$ cat src/rtl/nocpe_pkg.sv
// Shared types for the nocpe 1x2 operand feeder: state encoding, FIFO entry and counter helper.
package nocpe_pkg;

    localparam int DW_DEFAULT = 16;
    localparam int CNT_W      = 16;

    typedef enum logic [1:0] {
        RUN   = 2'd0,
        DRAIN = 2'd1,
        DONE  = 2'd2,
        CLEAR = 2'd3
    } feeder_state_t;

    typedef struct packed {
        logic [DW_DEFAULT-1:0] a0;
        logic [DW_DEFAULT-1:0] a1;
        logic [DW_DEFAULT-1:0] b;
        logic                  last;
    } feeder_entry_t;

    // Element counter increment that sticks at all-ones instead of wrapping.
    function automatic logic [CNT_W-1:0] sat_inc(input logic [CNT_W-1:0] v);
        logic [CNT_W-1:0] r;
        if (v == {CNT_W{1'b1}}) begin
            r = v;
        end else begin
            r = v + CNT_W'(1);
        end
        return r;
    endfunction

endpackage

$ cat src/rtl/nocpe_feeder_fifo.sv
// Synchronous FIFO with combinational head read; push on full and pop on empty are ignored.
module nocpe_feeder_fifo
    import nocpe_pkg::*;
#(
    parameter type T     = feeder_entry_t,
    parameter int  DEPTH = 4
) (
    input  logic clk,
    input  logic rst,
    input  logic push,
    input  logic pop,
    input  T     din,
    output T     dout,
    output logic full,
    output logic empty
);

    localparam int          AW      = (DEPTH > 1) ? $clog2(DEPTH) : 1;
    localparam logic [AW:0] DEPTH_C = (AW + 1)'(DEPTH);

    T              mem_r [DEPTH];
    logic [AW-1:0] wr_ptr_r;
    logic [AW-1:0] rd_ptr_r;
    logic [AW:0]   count_r;
    logic          do_push_s;
    logic          do_pop_s;

    assign full      = (count_r == DEPTH_C);
    assign empty     = (count_r == {(AW + 1){1'b0}});
    assign do_push_s = push && !full;
    assign do_pop_s  = pop && !empty;
    assign dout      = mem_r[rd_ptr_r];

    // Storage, pointers (wrap naturally since DEPTH is a power of two) and occupancy.
    always_ff @(posedge clk) begin
        if (rst) begin
            wr_ptr_r <= {AW{1'b0}};
            rd_ptr_r <= {AW{1'b0}};
            count_r  <= {(AW + 1){1'b0}};
            for (int i = 0; i < DEPTH; i++) begin
                mem_r[i] <= T'(0);
            end
        end else begin
            if (do_push_s) begin
                mem_r[wr_ptr_r] <= din;
                wr_ptr_r        <= wr_ptr_r + AW'(1);
            end
            if (do_pop_s) begin
                rd_ptr_r <= rd_ptr_r + AW'(1);
            end
            case ({do_push_s, do_pop_s})
                2'b10:   count_r <= count_r + (AW + 1)'(1);
                2'b01:   count_r <= count_r - (AW + 1)'(1);
                default: count_r <= count_r;
            endcase
        end
    end

endmodule

$ cat src/rtl/nocpe_feeder1x2.sv
// Operand feeder for the 1x2 chained PE array: FIFO, PE1 skew, vector-boundary sequencing.
// Optional vec_len output and element counter enabled by NOCPE_FEEDER_CNT_EN.
module nocpe_feeder1x2
    import nocpe_pkg::*;
#(
    parameter int DW    = DW_DEFAULT,
    parameter int DEPTH = 4
) (
    input  logic          clk,
    input  logic          rst,
    input  logic          in_valid,
    output logic          in_ready,
    input  logic [DW-1:0] in_a0,
    input  logic [DW-1:0] in_a1,
    input  logic [DW-1:0] in_b,
    input  logic          in_last,
    output logic [DW-1:0] a0,
    output logic [DW-1:0] a1,
    output logic [DW-1:0] b0,
    output logic          pe_clr,
    output logic          done
`ifdef NOCPE_FEEDER_CNT_EN
    ,
    output logic [CNT_W-1:0] vec_len
`endif
);

    typedef struct packed {
        logic [DW-1:0] a0;
        logic [DW-1:0] a1;
        logic [DW-1:0] b;
        logic          last;
    } entry_t;

    feeder_state_t state_r;
    logic [DW-1:0] a1_dly_r;
    entry_t        entry_in_s;
    entry_t        head_s;
    logic          full_s;
    logic          empty_s;
    logic          push_s;
    logic          pop_s;

    assign in_ready   = !full_s;
    assign push_s     = in_valid && !full_s;
    assign pop_s      = (state_r == RUN) && !empty_s;
    assign entry_in_s = '{a0: in_a0, a1: in_a1, b: in_b, last: in_last};

    nocpe_feeder_fifo #(
        .T     (entry_t),
        .DEPTH (DEPTH)
    ) u_fifo (
        .clk   (clk),
        .rst   (rst),
        .push  (push_s),
        .pop   (pop_s),
        .din   (entry_in_s),
        .dout  (head_s),
        .full  (full_s),
        .empty (empty_s)
    );

    // Vector FSM with registered operands; done/pe_clr lag their state so they line up with c1 final.
    always_ff @(posedge clk) begin
        if (rst) begin
            state_r  <= RUN;
            a0       <= {DW{1'b0}};
            b0       <= {DW{1'b0}};
            a1       <= {DW{1'b0}};
            a1_dly_r <= {DW{1'b0}};
            done     <= 1'b0;
            pe_clr   <= 1'b0;
        end else begin
            done <= 1'b0;
            pe_clr <= 1'b0;
            a1 <= a1_dly_r;
            case (state_r)
                RUN: begin
                    if (pop_s) begin
                        a0       <= head_s.a0;
                        b0       <= head_s.b;
                        a1_dly_r <= head_s.a1;
                        state_r  <= head_s.last ? DRAIN : RUN;
                    end else begin
                        a0       <= {DW{1'b0}};
                        b0       <= {DW{1'b0}};
                        a1_dly_r <= {DW{1'b0}};
                        state_r  <= RUN;
                    end
                end
                DRAIN: begin
                    a0       <= {DW{1'b0}};
                    b0       <= {DW{1'b0}};
                    a1_dly_r <= {DW{1'b0}};
                    state_r  <= DONE;
                end
                DONE: begin
                    a0       <= {DW{1'b0}};
                    b0       <= {DW{1'b0}};
                    a1_dly_r <= {DW{1'b0}};
                    done     <= 1'b1;
                    state_r  <= CLEAR;
                end
                CLEAR: begin
                    a0       <= {DW{1'b0}};
                    b0       <= {DW{1'b0}};
                    a1_dly_r <= {DW{1'b0}};
                    pe_clr   <= 1'b1;
                    state_r  <= RUN;
                end
                default: begin
                    a0       <= {DW{1'b0}};
                    b0       <= {DW{1'b0}};
                    a1_dly_r <= {DW{1'b0}};
                    state_r  <= RUN;
                end
            endcase
        end
    end

`ifdef NOCPE_FEEDER_CNT_EN
    logic [CNT_W-1:0] cnt_r;

    // Element count per vector, published to vec_len together with done.
    always_ff @(posedge clk) begin
        if (rst) begin
            cnt_r   <= {CNT_W{1'b0}};
            vec_len <= {CNT_W{1'b0}};
        end else if (state_r == DONE) begin
            vec_len <= cnt_r;
            cnt_r   <= {CNT_W{1'b0}};
        end else if (pop_s) begin
            cnt_r <= sat_inc(cnt_r);
        end else begin
            cnt_r <= cnt_r;
        end
    end
`endif

endmodule

$ cat config.mk
export PLATFORM = sky130hd
export DESIGN_NAME = nocpe_feeder1x2
export DESIGN_NICKNAME = d
export VERILOG_FILES = /design/src/rtl/nocpe_pkg.sv /design/src/rtl/nocpe_feeder_fifo.sv /design/src/rtl/nocpe_feeder1x2.sv
export SDC_FILE = /design/constraint.sdc
export NUM_CORES = 1
export LEC_CHECK = 0
export CORE_UTILIZATION = 25
export CTS_CLUSTER_SIZE = 16
export DETAILED_ROUTE_END_ITERATION = 10
export GPL_ROUTABILITY_DRIVEN = 0
export SLEW_MARGIN = 20
export SYNTH_ARGS = -nofsm -noshare
export SYNTH_HDL_FRONTEND = slang
export SYNTH_SLANG_ARGS = --single-unit
export TNS_END_PERCENT = 50
$ cat constraint.sdc
create_clock -name clk -period 10.1 [get_ports clk]
set_clock_uncertainty 0.2 [all_clocks]
set_input_delay 2.02 -clock clk [delete_from_list [all_inputs] [get_ports clk]]
set_output_delay 2.02 -clock clk [all_outputs]
set_load 0.005 [all_outputs]
Word-level counts from Yosys, hierarchy flattened
Memory sizes are Yosys's and may differ from the RTL's. A register that Yosys moved wholly into a read port is not among the register bits.
Index checks and enable logic that the tools add are counted.
{ "word_totals": {"n_memories": 1, "mem_bits_rw": 196, "rom_bits": 0, "latch_bits": 0, "out_inout_bits": 51, "reg_bits": 75, "inputBits": 52, "word_cells": 54} }
{ "memory_table": {"columns": ["memory", "words", "word_bits", "read_ports", "rd_ports_with_merged_regs", "wr", "line", "source"], "rows": [
  ["u_fifo.mem_r", 4, 49, 1, 1, 4, "nocpe_feeder_fifo.sv:21", "T mem_r [DEPTH];"]
]} }
{ "op_classes": {"div_mod_pow": 0, "n_addsub": 4, "eq_ne": 6, "n_reduce_logical": 11, "n_shift": 0, "magnitude_cmp": 0, "mul": 0, "mux": 22, "bitwise": 0} }
{ "ops": {"columns": ["op", "n"], "rows": [
  ["one-hot mux 16 bit (2 select lines)", 3],
  ["two-way mux 49 bit", 1],
  ["OR reduction 49 bit", 1],
  ["two-way mux 16 bit", 3],
  ["two-way mux 1 bit", 10],
  ["one-hot mux 2 bit (4 select lines)", 1],
  ["== test 2 bit, second input constant", 3],
  ["two-way mux 2 bit", 3],
  ["one-hot mux 3 bit (2 select lines)", 1],
  ["adder 2 x 1 -> 2 bit, second input constant", 2],
  ["== test 2 x 1 -> 1 bit, second input constant", 2],
  ["logical AND 1 bit", 4],
  ["adder 3 x 1 -> 3 bit, second input constant", 1],
  ["== test 3 bit, second input constant", 1],
  ["zero test 3 bit", 1],
  ["OR reduction 3 bit", 1],
  ["subtractor 3 x 1 -> 3 bit, second input constant", 1],
  ["zero test 1 bit", 2],
  ["zero test 2 bit", 1],
  ["nonzero test 2 bit", 1]
]} }

Longest topological paths before layout
Gate-level depths: netlist of run 1.
{ "depth": {"ltp_word": 9, "ltp_mapped": 9, "ltp_nobuf": 9} }

Hierarchy
Synthesis of run 1 repeated with hierarchy kept, for this count alone.
{ "hier_totals": {"hier_cells": 686, "hier_area_um2": 10887.9} }
{ "modules_own_cells": {"columns": ["module", "n_inst", "area_each_um2", "seq_area_each_um2", "cells_per_inst"], "rows": [
  ["nocpe_feeder_fifo", 1, 8906.0, 6065.8, 526],
  ["nocpe_feeder1x2", 1, 1981.9, 1361.3, 160]
]} }

Worst setup path after synthesis of run 1
OpenSTA, ideal clock, no wires.
{ "synth_timing": {"path_kind": "input to register", "start": "input in_valid", "end": "memory u_fifo.mem_r[2][0] (netlist bit), enable pin", "required_time_ns": 9.377, "t_arrival_ns": 5.554, "setup_time_ns": 0.523, "path_slack_ns": 3.823, "stages": 2, "path_buffers": 0, "cell_sequence": "nand2_1 o21ai_0"} }
{ "synth_rtl": {"columns": ["element", "line", "source"], "rows": [
  ["from (decl)", "nocpe_feeder1x2.sv:11", "input logic in_valid,"],
  ["to (decl)", "nocpe_feeder_fifo.sv:21", null]
]} }

Worst setup path after layout of run 1
{ "layout_timing": {"start": "register u_fifo.count_r[2]", "end": "output in_ready"} }
{ "layout_between": {"elab_chain_cells": 2} }
{ "layout_rtl": {"columns": ["element", "line", "source"], "rows": [
  ["from (decl)", "nocpe_feeder_fifo.sv:24", "logic [AW:0] count_r;"],
  ["from (signal assigned)", "nocpe_feeder_fifo.sv:39", "count_r <= {(AW + 1){1'b0}};"],
  ["from (signal assigned)", "nocpe_feeder_fifo.sv:52", "2'b10: count_r <= count_r + (AW + 1)'(1);"],
  ["from (signal assigned)", "nocpe_feeder_fifo.sv:53", "2'b01: count_r <= count_r - (AW + 1)'(1);"],
  ["== test 3 bit", "nocpe_feeder_fifo.sv:28", "assign full = (count_r == DEPTH_C);"],
  ["zero test 1 bit", "nocpe_feeder1x2.sv:44", "assign in_ready = !full_s;"],
  ["to (decl)", "nocpe_feeder1x2.sv:12", "output logic in_ready,"]
]} }
No other way between the ends.

==> metrics, run 1 <==
CTS root buf clkbuf_16; # port buffers 102; final wirelength 23870 µm; CP endpoint kind output pin; CP bufs+invs 2; Slew @ Worst Pin 0.8566 ns; Sw Share 24.96%; final hold slack 0.2373 ns; Async S/R FF share, synth 0%; f_max roughly 0.23 GHz; Int Pwr around 2300 µW; most frequent cells in the layout and2_1, edfxtp_1, clkdlybuf4s50_1; first-pass GRT wire length 36350 µm; largest stage delay on the critical path 0.56 ns; Avg Cell Area, Syn around 16 µm²; die area 44030 µm²; PD cells 230.5 nW/µm²; Arr. time, crit path 2.19 ns; initial antenna violation count 3; CP required approximately 8 ns; reg-to-reg slack, setup 7.15 ns; average via count per standard cell 4.124; P_sw 770.8 µW; I/O pin cnt 103; # Post-CTS Setup Buffers 0; final setup fails 0; DR WL/cell between 15 and 20 µm; number of synthesized register bits 273; logic gate share of total power 18.1%; initial DRC count 253; DRC 0; Final #Nets 836; synthesized area 10800 µm²; worst reg2reg startpoint u_fifo.count_r[2]; number of max-cap violations 0; grt total ovfl 0; fin crit share 43.66%; CTS Hold Bufs 0; First-pass DRT Iterations 5; leakage 0.004745 µW; CTS tree built; CTS max path bufs 3; Post-synth EDFFs 196; Tmin final around 4.4 ns; GRT Overall Usage 10.96%; Yosys top cell area share 54.50%; cell count after synthesis 677; clock latency on the worst-skew pair around 0.55 ns; Slew Viols, Final 0; Synth area leaders edfxtp_1, dfxtp_1, and2_1; status finished clean; post-route ant nets 0; CTS Buf Count 30; Synthesized Nets 735; ys flop type edfxtp_1; Reg clk slew, reported paths 0.06 ns; Area growth syn-to-layout 24.06%; hold path start a1_dly_r[14]; Clk pwr share 35.2%; worst vdd ir 0.1095 mV; max_slew headroom 42.84%; critical path type register to output pin; clk sinks 273; dpl hpwl between 10000 and 15000 µm; Core Area 42230 µm²; RSZ-0062 raised after global routing false; layout cells sized above 1 14.21%; chip height approximately 210 µm; final hold viol count 0; initial cell density of the core ~26%; synth unique cells 34; yosys warns 0; H-tree depth 1; Seq/Total Area, Yosys 68.78%; largest net degree at the start of global routing 51; cts repair resizes 0; Slowest cell on crit path nor3b_4; critical path startpoint category register; row count 75; cell family with most CP delay buffers and inverters; Cell Chain, Critical Path nor3b_4 -> inv_1 -> clkdlybuf4s50_1; die width around 210 µm; area leader, netlist edfxtp_1; min-delay worst type register to register; Via Count about 5500; sequential share of power 46.7%; Setup TNS 0 ns; Critical Path Start u_fifo.count_r[2]; CP max FO 9; vias in the first global route 5978
-- sequential cells by signal, summed over array words and instances, names as in the netlist, 2 cells and up, named ones only --
signal / flops
u_fifo.mem_r: 196
a0: 16
a1: 16
a1_dly_r: 16
b0: 16
u_fifo.count_r: 3
state_r: 2
u_fifo.rd_ptr_r: 2
u_fifo.wr_ptr_r: 2
-- routing by layer --
metal	GRT usage (%)	vias up	wire length, µm	part of all wire, %
met1	13.69	2769	10330	43
li1	-	2608	-	-
met3	2.693	39	1173	4.9
met2	18.98	113	11890	50
met5	0	-	43	0.18
met4	2.567	6	436	1.8
-- per-stage QoR --
| step | instances | total power (µW) | util (%) | instance area, µm² | worst slack [ns] |
|---|---|---|---|---|---|
| 3_3_place_gp | 1284 | 2028 | 29.29 | 12370 | 5.119 |
| 4_1_cts | 1340 | 3141 | 31.66 | 13370 | 5.656 |
| 6_report | 1342 | 3089 | 31.73 | 13400 | 5.690 |
| 3_5_place_dp | 1284 | 2041 | 29.29 | 12370 | 5.076 |
| 2_1_floorplan | 677 | 1808 | - | 10800 | 3.823 |
| 5_1_grt | 1341 | 3241 | 31.72 | 13400 | 5.564 |
-- area by class of cell --
class | count | area [µm²]
antenna | 1 | 2.502
clock buffer | 45 | 887.1
clock inverter | 11 | 111.4
fill | 4116 | 28830
inverter | 9 | 33.78
multi-input combinational | 356 | 3173
sequential | 273 | 7435
tap | 539 | 674.4
timing repair buffer | 108 | 1081
-- cell families (layout without fill, tap and decap cells) --
kind of cell	Yosys count	in the layout	synth area share [%]
and+or+nand+nor	285	285	16.82
DFF	273	273	68.78
muxes	49	49	10.22
buffers and inverters	48	173	2.363
AOI/OAI and AO/OA	12	12	0.7300
adders and majority gates	6	6	0.7647
xor gates and xnor gates	4	4	0.3245
other	0	1	0
-- cells in the mapped netlist, types with 2 or more instances --
cell type,instances
mux4_2,49
or3_1,3
nand2b_1,2
nor2b_1,59
edfxtp_1,196
nand2_1,3
nor2_1,6
xor2_1,3
dfxtp_1,77
o21ai_0,4
buf_2,9
clkbuf_1,18
clkbuf_2,3
and2b_1,8
a21oi_1,4
ha_1,5
buf_6,8
inv_1,9
and2_1,196
-- worst register-to-register path, cell delays in order (launching register included) --
cell and delay [ns]:
dfxtp_1 0.39, nor3b_4 0.57, inv_1 0.20, nand2_1 0.20, ha_1 0.22, inv_1 0.07
fa_1 0.42, xor2_1 0.16, or3_1 0.31, a21oi_1 0.15
-- path summary, 6_finish.rpt --
| check | depth (start not counted) | to |
|---|---|---|
| worst max-delay path | 3 | in_ready |
| worst min-delay path | 1 | a1[14] |
| worst max register to register | 9 | u_fifo.count_r[2] |
| worst min register to register | 1 | a1[14] |
-- power groups by stage --
stage	clock network [µW]	logic, µW	registers [µW]
after global routing	1160	615	1460
after detailed placement	0	539	1500
after floorplan	0	392	1420
after CTS	1120	541	1480
final	1090	558	1440
after global placement	0	532	1500
Power figures use the tool's default switching activity.
==> inputs of run 2 (changes only) <==
clock period = 4.58 ns   (was 10.1 ns; I/O delays follow)
==> run 2 against run 1 <==
Compared with the run above: sequential power rose by 120%; routed wire length down 2.9%; sequential share of layout area down 0.21 points.
==> metrics, run 2 (synthesis results as in run 1) <==
number of fill cells in the layout 4161 (+1.1%); I/O pin cnt 103 (unchanged); clk sinks 273 (unchanged); max_slew headroom 45.06% (+2.2 points); max reg flops 196 (unchanged); GRT Overall Usage 10.55% (-0.41 points); Largest Register u_fifo.mem_r; CTS max path bufs 3 (unchanged); CP max FO 9 (unchanged); # port buffers 102 (unchanged); row count 75 (unchanged); clock latency on the worst-skew pair 0.55 ns (about the same); DR WL/cell 17.30 µm (-2.8%); Final #Nets 836 (unchanged); RSZ-0062 raised after global routing false; leakage 0.004765 µW (+0.42%); Critical Path Sink in_ready; post-route ant nets 0 (unchanged); die area 44030 µm² (unchanged); CTS root buf clkbuf_16; first-pass GRT wire length 34980 µm (-3.8%); Tmin final approximately 3.3 ns; Cell Chain, Critical Path nor3b_4 -> inv_1 -> clkdlybuf4s50_1; average via count per standard cell 4.078 (-1.1%); Slew @ Worst Pin 0.8241 ns (-0.03250 ns); CTS Buf Count 29 (-3.3%); final setup fails 0 (unchanged); final wirelength 23180 µm (-2.9%); CTS tree built; number of max-cap violations 0 (unchanged); fin crit share between 70% and 80%; initial antenna violation count 5 (+2); cts repair resizes 0 (unchanged); H-tree depth 1 (unchanged); # Post-CTS Setup Buffers 0 (unchanged); f_max a little over 0.3 GHz; largest stage delay on the critical path 0.53 ns (-0.03 ns); vias in the first global route 5776 (-3.4%); initial DRC count 298 (+18%); Core Area 42230 µm² (unchanged); grt total ovfl 0 (unchanged); CTS Hold Bufs 0 (unchanged); Setup TNS 0 ns (unchanged); critical path type register to output pin; Slowest cell on crit path nor3b_4; chip height 209.8 µm (unchanged); final core utilization 31.85% (+0.12 points); Critical Path Start u_fifo.count_r[2]; die width 209.8 µm (unchanged); initial cell density of the core 25.57% (unchanged); CP required 3.46 ns (-4.42 ns); worst reg2reg startpoint u_fifo.count_r[2]; final hold viol count 0 (unchanged); worst vdd ir 0.3164 mV (+190%); reg-to-reg slack, setup 1.70 ns (-5.45 ns); First-pass DRT Iterations 4 (-1); critical path startpoint category register; DRC 0 (unchanged); dpl hpwl 13200 µm (-1.9%); RR Endpoint u_fifo.count_r[2]; layout cells sized above 1 14.50% (+0.29 points); Area growth syn-to-layout 24.54%; min-delay worst type register to register; Arr. time, crit path 2.15 ns (-0.04 ns); worst reg2reg path depth 9 (unchanged); status finished clean; CP endpoint kind output pin; Via Count 5464 (-1.3%); largest net degree at the start of global routing 50 (-2.0%); PD cells 511.0 nW/µm² (+120%); most frequent cells in the layout and2_1, edfxtp_1, clkdlybuf4s50_1; Reg clk slew, reported paths 0.06 ns (about the same); Slew Viols, Final 0 (unchanged)
==> run 2: worst min path at each step <==
stage	start	endpoint	slack (ns)	depth (start not counted)
final	a1_dly_r[1]	a1[1]	0.23	1
after global routing	a1_dly_r[1]	a1[1]	0.26	1
after CTS	a1_dly_r[1]	a1[1]	0.24	1
after detailed placement	a1_dly_r[1]	a1[1]	0.22	1
after global placement	a1_dly_r[9]	a1[9]	0.22	1
after floorplan	a1_dly_r[0]	a1[0]	0.21	1
==> run 2: through the flow <==
step / setup WS [ns] / area (µm²) / total power, µW / hold slack, ns / cells
after global placement: 1.150 / 12370 / 4469 / 0.2240 / 1284
after floorplan: 0.7302 / 10800 / 3985 / 0.2138 / 677
final: 1.310 / 13450 / 6873 / 0.2334 / 1340
after CTS: 1.257 / 13420 / 6965 / 0.2377 / 1338
after global routing: 1.163 / 13450 / 7182 / 0.2639 / 1339
after detailed placement: 1.175 / 12400 / 4489 / 0.2239 / 1285
==> run 2: per-layer routing <==
metal / global-route usage [%] / up-vias / wire length (µm)
met2: 18.48 / 122 / 11640
met4: 2.215 / 8 / 404
met3: 2.514 / 40 / 1224
met1: 13.17 / 2695 / 9864
met5: 0 / - / 48
li1: - / 2599 / -
==> run 2: critical path, delay by kind of cell (launching register included) <==
family / cells / cell delay, ns
flip-flops: 1 / 0.39
AND/OR/NAND/NOR: 1 / 0.53
buffers and inverters: 2 / 0.68
==> run 2: cell type report <==
type / count / area (µm²) / share of cell area, %
diodes: 1 / 2.502 / 0.01861
clock buffers: 41 / 852.1 / 6.335
clock inverters: 12 / 165.2 / 1.228
inverters: 9 / 33.78 / 0.2512
multi-input cells: 356 / 3173 / 23.59
flip-flops and latches: 273 / 7435 / 55.28
well taps: 539 / 674.4 / 5.014
repair buffers: 109 / 1114 / 8.280
==> run 2: report_power, final <==
group	switching, µW	internal, µW	total (µW)
clock	945	1520	2460
combinational	532	684	1220
sequential	206	2990	3200
==> inputs of run 3 (changes only) <==
clock period = 2.7 ns   (was 4.58 ns; I/O delays follow)
==> run 3 against run 2 <==
Compared with the run above: combinational power is 95% higher; sequential power is 66% higher; worst setup slack lost 1.2 ns; sequential share of layout area is 1.4 points lower; first-iteration DRC count rose by 4.0%; die area unchanged; critical path depth did not move; routed wire length increased by 7.6%; clock power up 69%; count of clock-buffer cells in the layout increased by 4; cell area is 2.5% higher; flip-flop and latch count did not move; critical path type unchanged; critical endpoint unchanged.
==> metrics, run 3 (synthesis results as in run 1) <==
CP required 1.96 ns (-1.50 ns); Arr. time, crit path 1.81 ns (-0.34 ns); dpl cell area 12770 µm² (+3.0%); layout cells sized above 1 17.31% (+2.8 points); I/O pin cnt 103 (unchanged); average via count per standard cell 4.130 (+1.3%); CP bufs+invs 2 (unchanged); min-delay worst type register to register; number of max-cap violations 0 (unchanged); CTS max path bufs 3 (unchanged); post-route ant nets 0 (unchanged); CTS Buf Count 30 (+3.4%); clock latency on the worst-skew pair 0.56 ns (about the same); logic gate share of total power 20.1% (+2.4 points); CP endpoint kind output pin; cts repair resizes 0 (unchanged); worst reg2reg startpoint state_r[0]; row count 75 (unchanged); Slew @ Worst Pin 0.4772 ns (-0.3469 ns); Via Count 5637 (+3.2%); critical path type register to output pin; sequential share of power 44.9% (-1.6 points); Cell Chain, Critical Path nor3b_4 -> inv_1 -> clkdlybuf4s50_1; most frequent cells in the layout and2_1, edfxtp_1, clkdlybuf4s50_1; fin crit share 94.47%; die width 209.8 µm (unchanged); final setup fails 0 (unchanged); Final #Nets 860 (+2.9%); GRT Overall Usage 11.56% (+1.0 points); RSZ-0062 raised after global routing false; max reg flops 196 (unchanged); DR WL/cell 18.27 µm (+5.6%); PD cells 858.9 nW/µm² (+68%); Final Cell Area 13790 µm² (+2.5%); Core Area 42230 µm² (unchanged); CP max FO 5 (-4); Critical Path Start u_fifo.count_r[0]; Slew Viols, Final 0 (unchanged); # port buffers 102 (unchanged); f_max 0.3920 GHz; largest net degree at the start of global routing 50 (unchanged); Largest Register u_fifo.mem_r; Sw Share 25.59% (+1.1 points); P_sw 3032 µW (+80%); Tmin final 2.551 ns; chip height 209.8 µm (unchanged); final wirelength 24940 µm (+7.6%); CTS tree built; CTS root buf clkbuf_16; Clk pwr share 35.0% (-0.8 points); # Post-CTS Setup Buffers 0 (unchanged); hold path start a1_dly_r[3]; Reg clk slew, reported paths 0.06 ns (about the same); final worst slack 0.1492 ns (-1.161 ns); initial antenna violation count 3 (-2); clk sinks 273 (unchanged); initial cell density of the core 25.57% (unchanged); CTS Hold Bufs 0 (unchanged); worst vdd ir 0.5026 mV (+59%); final hold slack 0.2349 ns (+0.001549 ns); grt total ovfl 0 (unchanged); final hold viol count 0 (unchanged); final core utilization 32.66% (+0.81 points); Int Pwr 8815 µW (+70%); leakage 0.004948 µW (+3.9%); DRC 0 (unchanged); pre-CTS setup slack 0.08405 ns (-1.091 ns); Area growth syn-to-layout 27.71%; Antenna diodes 0 (-1); First-pass DRT Iterations 4 (unchanged); critical path startpoint category register; status finished clean; H-tree depth 1 (unchanged); first-pass GRT wire length 38120 µm (+9.0%); die area 44030 µm² (unchanged); max_slew headroom 68.18% (+23 points); largest stage delay on the critical path 0.54 ns (about the same); cell family with most CP delay buffers and inverters; vias in the first global route 6158 (+6.6%); initial DRC count 310 (+4.0%); dpl hpwl 14880 µm (+13%); Slowest cell on crit path clkdlybuf4s50_1
==> run 3: cell count changes in the layout (fill, tap and decap cells not counted), moves of 2 or more <==
cell,before,now
buf_12,0,17
buf_16,2,0
buf_4,5,13
bufinv_16,4,1
clkbuf_8,6,9
inv_4,0,3
==> run 3: worst paths after layout <==
path                        to  slack (ns)  cells past startpoint
min                      a1[3]        0.23                      1
max                   in_ready        0.15                      3
max reg2reg  u_fifo.count_r[2]        0.25                      9
min reg2reg              a1[3]        0.23                      1
==> run 3: final cells by class <==
cell class | instances | area (µm²)
fillers | 4138 | 28440
repair buffers | 132 | 1459
clock inverters | 11 | 98.84
multi-input cells | 356 | 3173
well taps | 539 | 674.4
flip-flops and latches | 273 | 7435
inverters | 9 | 33.78
clock buffers | 45 | 918.4
==> run 3: worst reg2reg max path: stages (launching register included) <==
cell,delay [ns]
dfxtp_1,0.32
inv_1,0.08
ha_1,0.21
o31a_2,0.26
ha_1,0.21
inv_1,0.07
fa_1,0.43
xor2_1,0.15
or3_1,0.30
a21oi_1,0.13
==> run 3: power groups by stage <==
stage	clock network [µW]	registers [µW]	logic, µW
floorplan	0	5290	1470
global placement	0	5410	2420
detailed placement	0	5430	2440
CTS	4270	5340	2450
global route	4440	5380	2590
finish	4150	5320	2380
==> run 3: stage by stage <==
step / power, µW / std cells / TNS [ns]
after floorplan: 6758 / 677 / -7.292
after global placement: 7829 / 1309 / 0
after detailed placement: 7863 / 1309 / 0
after CTS: 12070 / 1365 / 0
after global routing: 12410 / 1365 / 0
final: 11850 / 1365 / 0
==> run 3: routing by layer <==
| metal | vias to the layer above | global-route usage [%] | part of all wire (%) |
|---|---|---|---|
| met3 | 40 | 2.634 | 4.6 |
| met2 | 118 | 19.99 | 50 |
| met4 | 6 | 2.391 | 1.7 |
| met5 | - | 0 | 0.18 |
| li1 | 2656 | - | - |
| met1 | 2817 | 14.73 | 44 |
